--- src/rtl/paralelo_serial.sv ---
// Serial link transmitter: sends SYNC_COMMAS commas after reset, then MSB-first bytes with comma fill.
// Optional sticky comma_err output enabled by defining PS_COMMA_ERR_EN.
module paralelo_serial #(
  parameter logic [7:0]  COMMA_BYTE  = 8'hBC,
  parameter int unsigned SYNC_COMMAS = 4
) (
  input  logic       clk_32f,
  input  logic       reset,
  input  logic [7:0] data_in,
  input  logic       valid_in,
  output logic       data_out,
  output logic       load_out,
  output logic       sync_done
`ifdef PS_COMMA_ERR_EN
  ,
  output logic       comma_err
`endif
);

  localparam int unsigned CntW = $clog2(SYNC_COMMAS + 1);

  typedef enum logic [0:0] {StSync, StActive} state_e;

  state_e            state_q, state_d;
  logic [2:0]        bit_cnt_q;
  logic [7:0]        shreg_q, shreg_d;
  logic              data_out_q, data_out_d;
  logic              load_q, load_d;
  logic [CntW-1:0]   comma_cnt_q, comma_cnt_d;
  logic              load_edge;
  logic [7:0]        nb;

  always_comb begin
    load_edge   = (bit_cnt_q == 3'd7);
    nb          = COMMA_BYTE;
    if (state_q == StActive && valid_in) begin
      nb = data_in;
    end
    state_d     = state_q;
    comma_cnt_d = comma_cnt_q;
    load_d      = 1'b0;
    data_out_d  = shreg_q[7];
    shreg_d     = {shreg_q[6:0], 1'b0};
    if (load_edge) begin
      data_out_d = nb[7];
      shreg_d    = {nb[6:0], 1'b0};
      case (state_q)
        StSync: begin
          comma_cnt_d = comma_cnt_q + 1'b1;
          if (comma_cnt_q == CntW'(SYNC_COMMAS - 1)) begin
            state_d = StActive;
          end
        end
        StActive: load_d = 1'b1;
        default:  state_d = StSync;
      endcase
    end
  end

  always_ff @(posedge clk_32f or negedge reset) begin
    if (!reset) begin
      state_q     <= StSync;
      bit_cnt_q   <= 3'd0;
      shreg_q     <= 8'd0;
      data_out_q  <= 1'b0;
      load_q      <= 1'b0;
      comma_cnt_q <= '0;
    end else begin
      state_q     <= state_d;
      bit_cnt_q   <= bit_cnt_q + 3'd1;
      shreg_q     <= shreg_d;
      data_out_q  <= data_out_d;
      load_q      <= load_d;
      comma_cnt_q <= comma_cnt_d;
    end
  end

  assign data_out  = data_out_q;
  assign load_out  = load_q;
  assign sync_done = (state_q == StActive);

`ifdef PS_COMMA_ERR_EN
  logic comma_err_q, comma_err_d;

  // Flags upstream sending the idle symbol as data; the byte still goes out.
  always_comb begin
    comma_err_d = comma_err_q;
    if (load_edge && state_q == StActive && valid_in && data_in == COMMA_BYTE) begin
      comma_err_d = 1'b1;
    end
  end

  always_ff @(posedge clk_32f or negedge reset) begin
    if (!reset) begin
      comma_err_q <= 1'b0;
    end else begin
      comma_err_q <= comma_err_d;
    end
  end

  assign comma_err = comma_err_q;
`endif

endmodule

--- config.mk ---
export PLATFORM = sky130hd
export DESIGN_NAME = paralelo_serial
export DESIGN_NICKNAME = d
export VERILOG_FILES = /design/src/rtl/paralelo_serial.sv
export SDC_FILE = /design/constraint.sdc
export NUM_CORES = 1
export LEC_CHECK = 0
export CORE_MARGIN = 1.5
export CORE_UTILIZATION = 42
export DETAILED_ROUTE_END_ITERATION = 10
export GPL_ROUTABILITY_DRIVEN = 0
export GPL_TIMING_DRIVEN = 0
export HOLD_SLACK_MARGIN = 0.06
export PLACE_DENSITY_LB_ADDON = 0.08
export RECOVER_POWER = 50
export SLEW_MARGIN = 5
export SYNTH_ARGS = -nofsm -noshare
export SYNTH_HDL_FRONTEND = slang
export SYNTH_SLANG_ARGS = --single-unit
export TNS_END_PERCENT = 50
--- constraint.sdc ---
create_clock -name clk_32f -period 1.4 [get_ports clk_32f]
set_input_delay 0.14 -clock clk_32f [delete_from_list [all_inputs] [get_ports clk_32f]]
set_output_delay 0.14 -clock clk_32f [all_outputs]
set_load 0.02 [all_outputs]
==> out/results.tsv <==
metric	value	unit
antenna_found_initial	0	
critPathCaptureType	flip-flop	
antenna_left	0	
drive_gt1_share	19.18	%
cts_buffers	3	
drc_errors	0	
ys.flop_type	dfrtp_1	
slowest_stage	dfrtp_1	
reg2reg_depth	5	
ir_drop	0.0004606	V
crit_family	flip-flops	
cellPowerDensity	953.1	nW/µm²
drt_wl_total	1041	µm
drt_iter0_drc	4	
required	1.57	ns
pin_count	14	
synth.distinct_cells	17	
hold_class	input port to async pin	
netlist_instances	53	
p_total	828.8	µW
ys_ff_latch	16	
overflow	0	
grt_setup_unrepaired	no	
dieArea	1797	µm²
fp.dieH	42.40	µm
clock_skew	0.003977	ns
clkLatencyLatePin	0.28	ns
clockBufferDepth	2	
path_cells	ha_2 -> ha_2 -> buf_6 -> nand2b_4 -> mux2_4	
worstPathMaxFanout	4	
yosysMostFrequentCell	dfrtp_1	
cap_viol_max_count	0	
portBuffers	13	
fin_crit	1.335	ns
hold_viol_final	0	
syn_to_final_growth	33.40	%
num_rows	14	
clk_pin_slew_worst_paths	0.09	ns
cts_sinks	16	
max_freq	0.7490	GHz
holdWs	0.3445	ns
final-setup-viol-count	0	
yosysTopAreaCell	dfrtp_1	
fp.dieW	42.40	µm
cpPeakStageDelay	0.39	ns
slew_violations	0	
synth_nets	68	
synth_edf_count	0	
first_pass_iters	4	
synth_top_area_share	61.42	%
hpwlAfterDp	703.7	µm
status	completed	
critPathMostFrequentCell	ha_2	
crit_cells	5	
cp.buffers_inverters	1	
async_flop_share	100.0	%
worstMarginPinSlew	0.7130	ns
fin_crit_sh	95.36	%
vias	433	
slew_headroom	52.31	%
critPathLaunchType	flip-flop	
cts_max_level	1	
yosys_warnings	0	
grt_pass1_vias	426	
via_per_inst	4.865	
n_antenna_cell	0	
crit_type	flip-flop to flip-flop	
p_leak	0.0004847	µW
fillers	129	
cp_data_arrival_time	1.51	ns
grt_pass1_wl	1911	µm
final_nets	89	
cts_tree	built	
start_util	44.30	%
synth_common_cells	dfrtp_1, inv_1, a31oi_1, nor2_1, ha_1	
synth_area_leaders	dfrtp_1, ha_1, inv_1	
grt_max_degree	17	
synth_area	651.9	µm²
grt_usage	14.67	%
avgSynthCellArea	12.30	µm²
ys_seq_area_share	61.42	%
core-area	1471	µm²
wl_per_cell	11.70	µm
cts-root-buf	clkbuf_4	
per-stage QoR:
| stage | utilization, % | cell area, µm² | std cells | setup TNS (ns) | setup WS [ns] |
|---|---|---|---|---|---|
| finish | 59.10 | 869.6 | 89 | 0 | 0.06491 |
| global route | 59.10 | 869.6 | 89 | 0 | 0.01672 |
| CTS | 57.06 | 839.6 | 86 | 0 | 0.0007709 |
| detailed placement | 54.51 | 802.0 | 82 | -0.008420 | -0.008420 |
| global placement | 54.51 | 802.0 | 82 | 0 | 0.007680 |
| floorplan | - | 651.9 | 53 | 0 | 0.05307 |
registers in the layout, summed over array words and instances (netlist names):
register / cells
sync_done: 1
data_out: 1
shreg_q: 7
bit_cnt_q: 3
load_out: 1
comma_cnt_q: 3
report_power, final:
part / internal (µW) / total [µW] / switching, µW
Sequential: 472 / 474 / 2.57
Clock: 158 / 298 / 140
Combinational: 32.9 / 56.1 / 23.3
Total: 663 / 829 / 166
area by class of cell:
type / count / area (µm²) / share of cell area [%]
tap: 16 / 20.02 / 2.302
inverter: 9 / 33.78 / 3.885
multi-input combinational: 26 / 203.9 / 23.45
buffer: 2 / 18.77 / 2.158
timing repair buffer: 16 / 156.4 / 17.99
clock buffer: 4 / 36.28 / 4.173
sequential: 16 / 400.4 / 46.04
kinds of logic (layout without fill, tap and decap cells):
kind of cell	count (synthesis)	after routing	share of synthesized area [%]
fa+ha+maj	4	4	7.678
compound gates	8	8	7.486
simple gates	11	11	10.17
flops	16	16	61.42
mux	2	2	3.838
buf+inv	11	31	8.061
xor+xnor	1	1	1.344
final timing paths:
path | start | slack, ns | endpoint
min reg2reg | comma_cnt_q[0] | 0.49 | comma_cnt_q[0]
max reg2reg | bit_cnt_q[0] | 0.06 | comma_cnt_q[1]
min in group clk_32f | data_in[5] | 0.39 | shreg_q[6]
min | reset | 0.34 | comma_cnt_q[2]
max in group asynchronous | reset | 0.61 | comma_cnt_q[0]
max | bit_cnt_q[0] | 0.06 | comma_cnt_q[1]
metal layers:
metal	up-vias	track usage [%]	share of wire, %
li1	215	-	-
met1	200	18.77	47
met2	14	22.77	45
met3	4	3.879	5.6
met4	0	7.500	2.6
met5	-	0	0
what timing repair did:
action / 4_1_cts / 5_1_grt
setup buffers: 0 / 3
pin swaps: 0 / 1
hold buffers: 0 / 0
gates resized for setup: 2 / 3
endpoints found under the hold margin: 0 / 0
endpoints found under the setup margin: 2 / 4
cells in the final DEF (no fill, tap or decap):
cell / n
dlymetal6s2s_1: 2
ha_1: 2
ha_2: 2
nor2_1: 5
buf_4: 3
and2_4: 1
clkdlybuf4s50_1: 9
and3_1: 1
dlygate4sd2_1: 1
nand4_1: 2
o21ai_0: 2
buf_6: 1
and2_1: 1
dfrtp_1: 16
a21o_1: 1
clkbuf_4: 4
mux2_4: 1
dlygate4sd3_1: 1
clkbuf_8: 1
xnor2_1: 1
mux2i_1: 1
a31oi_1: 5
inv_1: 9
nand2b_4: 1
No activity file was read; power rests on OpenSTA's default activity.
==> RTL edit (config.mk and constraints unchanged) <==
Change the parameter `SYNC_COMMAS` from 4 to 8.
--- a/src/rtl/paralelo_serial.sv
+++ b/src/rtl/paralelo_serial.sv
@@ -2,7 +2,7 @@
 // Optional sticky comma_err output enabled by defining PS_COMMA_ERR_EN.
 module paralelo_serial #(
   parameter logic [7:0]  COMMA_BYTE  = 8'hBC,
-  parameter int unsigned SYNC_COMMAS = 4
+  parameter int unsigned SYNC_COMMAS = 8
 ) (
   input  logic       clk_32f,
   input  logic       reset,
Behaviour: same outputs for any inputs over 10 cycles, from zero or initial values and one cycle with reset low; that may be too few to reach the edited logic, so the function may still have changed.
==> RTL edit against the unedited design <==
Critical path depth fell by 4; count of clock-buffer cells in the layout is 1 lower; die area is 4.1% higher; setup slack worse by 0.012 ns; sequential cell count rose by 1; non-clock buffer count fell by 2; sequential power increased by 4%; synthesized area up 4.4%; fmax decreased by 0.93%; clock power fell by 16%; routed wire length up 8.5%; power decreased by 6.3%; cell area rose by 0.72%; hold slack better by 0.0096 ns.
==> RTL edit: results (changes against the unedited design) <==
* Outcome: complete, no violations
* CTS Buf Count at 3 (unchanged)
* CTS Root Buffer Type: clkbuf_4
* Synth Area in Adders at 0.0551 (-0.0216)
* TritonRoute pass-1 iters at 4 (unchanged)
* Top Registers: shreg_q x7, comma_cnt_q x4, bit_cnt_q x3
* Starting DRT DRC Count at 4 (unchanged)
* Dpl hpwl at 767 microns (+8.9%)
* Asr flop ratio synth at 1.00 (unchanged)
* Clk buf depth at 2 (unchanged)
* Layout Nets at 92 (+3.4%)
* DP Worst Slack at -0.0515 ns (-0.0430 ns)
* Final clock skew at 0.00436 ns (+0.000379 ns)
* DRT Wirelength at 1130 microns (+8.5%)
* CP top delay family: buffers and inverters
* Htree depth at 1 (unchanged)
* First-pass GRT wire length at 1970 microns (+2.9%)
* Clk pin slew, worst setup/hold paths at 0.10 ns
* Port Buf Inserts at 13 (unchanged)
* P_leak at 0.426 nW (-12%)
* Slew margin rel. at 0.504 (-0.0195)
* Max FO, Critical Path at 1 (-3)
* Sequential-to-total area share from yosys stat at 0.625 (+0.0108)
* Post-place instance area at 833 sq um (+3.9%)
* Synth top cells by count: dfrtp_1 (17), nor2_1 (11), nand2_1 (7)
* Gr usage total at 0.149 (+0.00233)
* Largest net degree at the start of global routing at 18 (+1)
* Syn Nets at 73 (+7.4%)
* XOR/XNOR Fraction of Synth Area at 0.0386 (+0.0252)
* Max IR drop VDD at 501 uV (+8.8%)
* Synth Area in Compound Gates at 0.0699 (-0.00500)
* Antenna violations before repair at 0 (unchanged)
* Worst min path class: in2async
* Layout Utilization at 0.581 (-0.00959)
* Yosys warnings at 0 (unchanged)
* Remaining Overflow, GRT at 0 (unchanged)
* CP max-delay cell: clkdlybuf4s50_1
* Top post-synthesis cells by area: dfrtp_1 (63%), nor2_1 (6.1%), ha_1 (5.5%)
* Cell variety after synth at 16 (-1)
* Share of cells above drive strength 1 at 0.156 (-0.0359)
* Crit path largest cell delay at 0.60 ns (+0.21 ns)
* Fillers at 142 (+10%)
* Vias in the first global route at 464 (+8.9%)
* Post-synth EDFFs at 0 (unchanged)
* Post-synthesis mux area share at 0.0221 (-0.0163)
* Worst skew pair latency at 0.28 ns (about the same)
* Vias at 449 (+3.7%)
* Ant diodes at 0 (unchanged)
==> RTL edit: through the flow <==
stage | hold WS, ns | TNS, ns | total power, mW | std cells
2_1_floorplan | -0.156 | 0 | 0.501 | 59
3_3_place_gp | 0.412 | -0.0157 | 0.538 | 88
3_5_place_dp | 0.430 | -0.0515 | 0.538 | 88
4_1_cts | 0.315 | -0.0310 | 0.800 | 92
5_1_grt | 0.403 | 0 | 0.819 | 93
6_report | 0.354 | 0 | 0.776 | 93
==> RTL edit: routing by layer <==
metal	vias to the layer above	wire length, microns	global-route usage
met4	0	18	0.109
met3	2	90	0.0426
li1	223	-	-
met1	209	491	0.191
met2	15	529	0.212
met5	-	0	0
==> RTL edit: what timing repair did <==
item,in CTS,in global routing
gates resized for setup,3,1
buffers inserted,0,2
hold buffers,0,0
endpoints found under the setup margin,2,3
pin swaps,1,1
==> RTL edit: cell families (layout without fill, tap and decap cells) <==
kind of cell / after synthesis / after routing
adders and majority gates: 3 / 3
buffers and inverters: 6 / 24
AOI/OAI and AO/OA: 8 / 8
xor gates and xnor gates: 3 / 3
muxes: 1 / 1
and+or+nand+nor: 21 / 21
DFF: 17 / 17
==> RTL edit: cell type report <==
| type | instances | share of cell area |
|---|---|---|
| well taps | 16 | 0.0229 |
| clock inverters | 1 | 0.00571 |
| plain buffers | 1 | 0.00571 |
| inverters | 4 | 0.0171 |
| repair buffers | 15 | 0.164 |
| clock buffers | 3 | 0.0257 |
| flip-flops and latches | 17 | 0.486 |
| multi-input cells | 36 | 0.273 |
==> RTL edit: final timing paths <==
kind	from	to	slack, ns	cells past startpoint
hold reg to reg	bit_cnt_q[1]	bit_cnt_q[1]	0.50	1
min in group clk_32f	data_in[0]	shreg_q[1]	0.39	3
hold / removal	reset	shreg_q[6]	0.35	1
max in group asynchronous	reset	shreg_q[2]	0.58	1
setup / recovery	load_out	load_out	0.05	1
setup reg to reg	bit_cnt_q[0]	comma_cnt_q[1]	0.06	4
==> RTL edit: report_power, final <==
| part | total [mW] | leakage [nW] | switching, mW | internal (mW) |
|---|---|---|---|---|
| Combinational | 0.0357 | 0.205 | 0.0121 | 0.0236 |
| Clock | 0.250 | 0.0177 | 0.144 | 0.106 |
| Sequential | 0.491 | 0.203 | 0 | 0.491 |
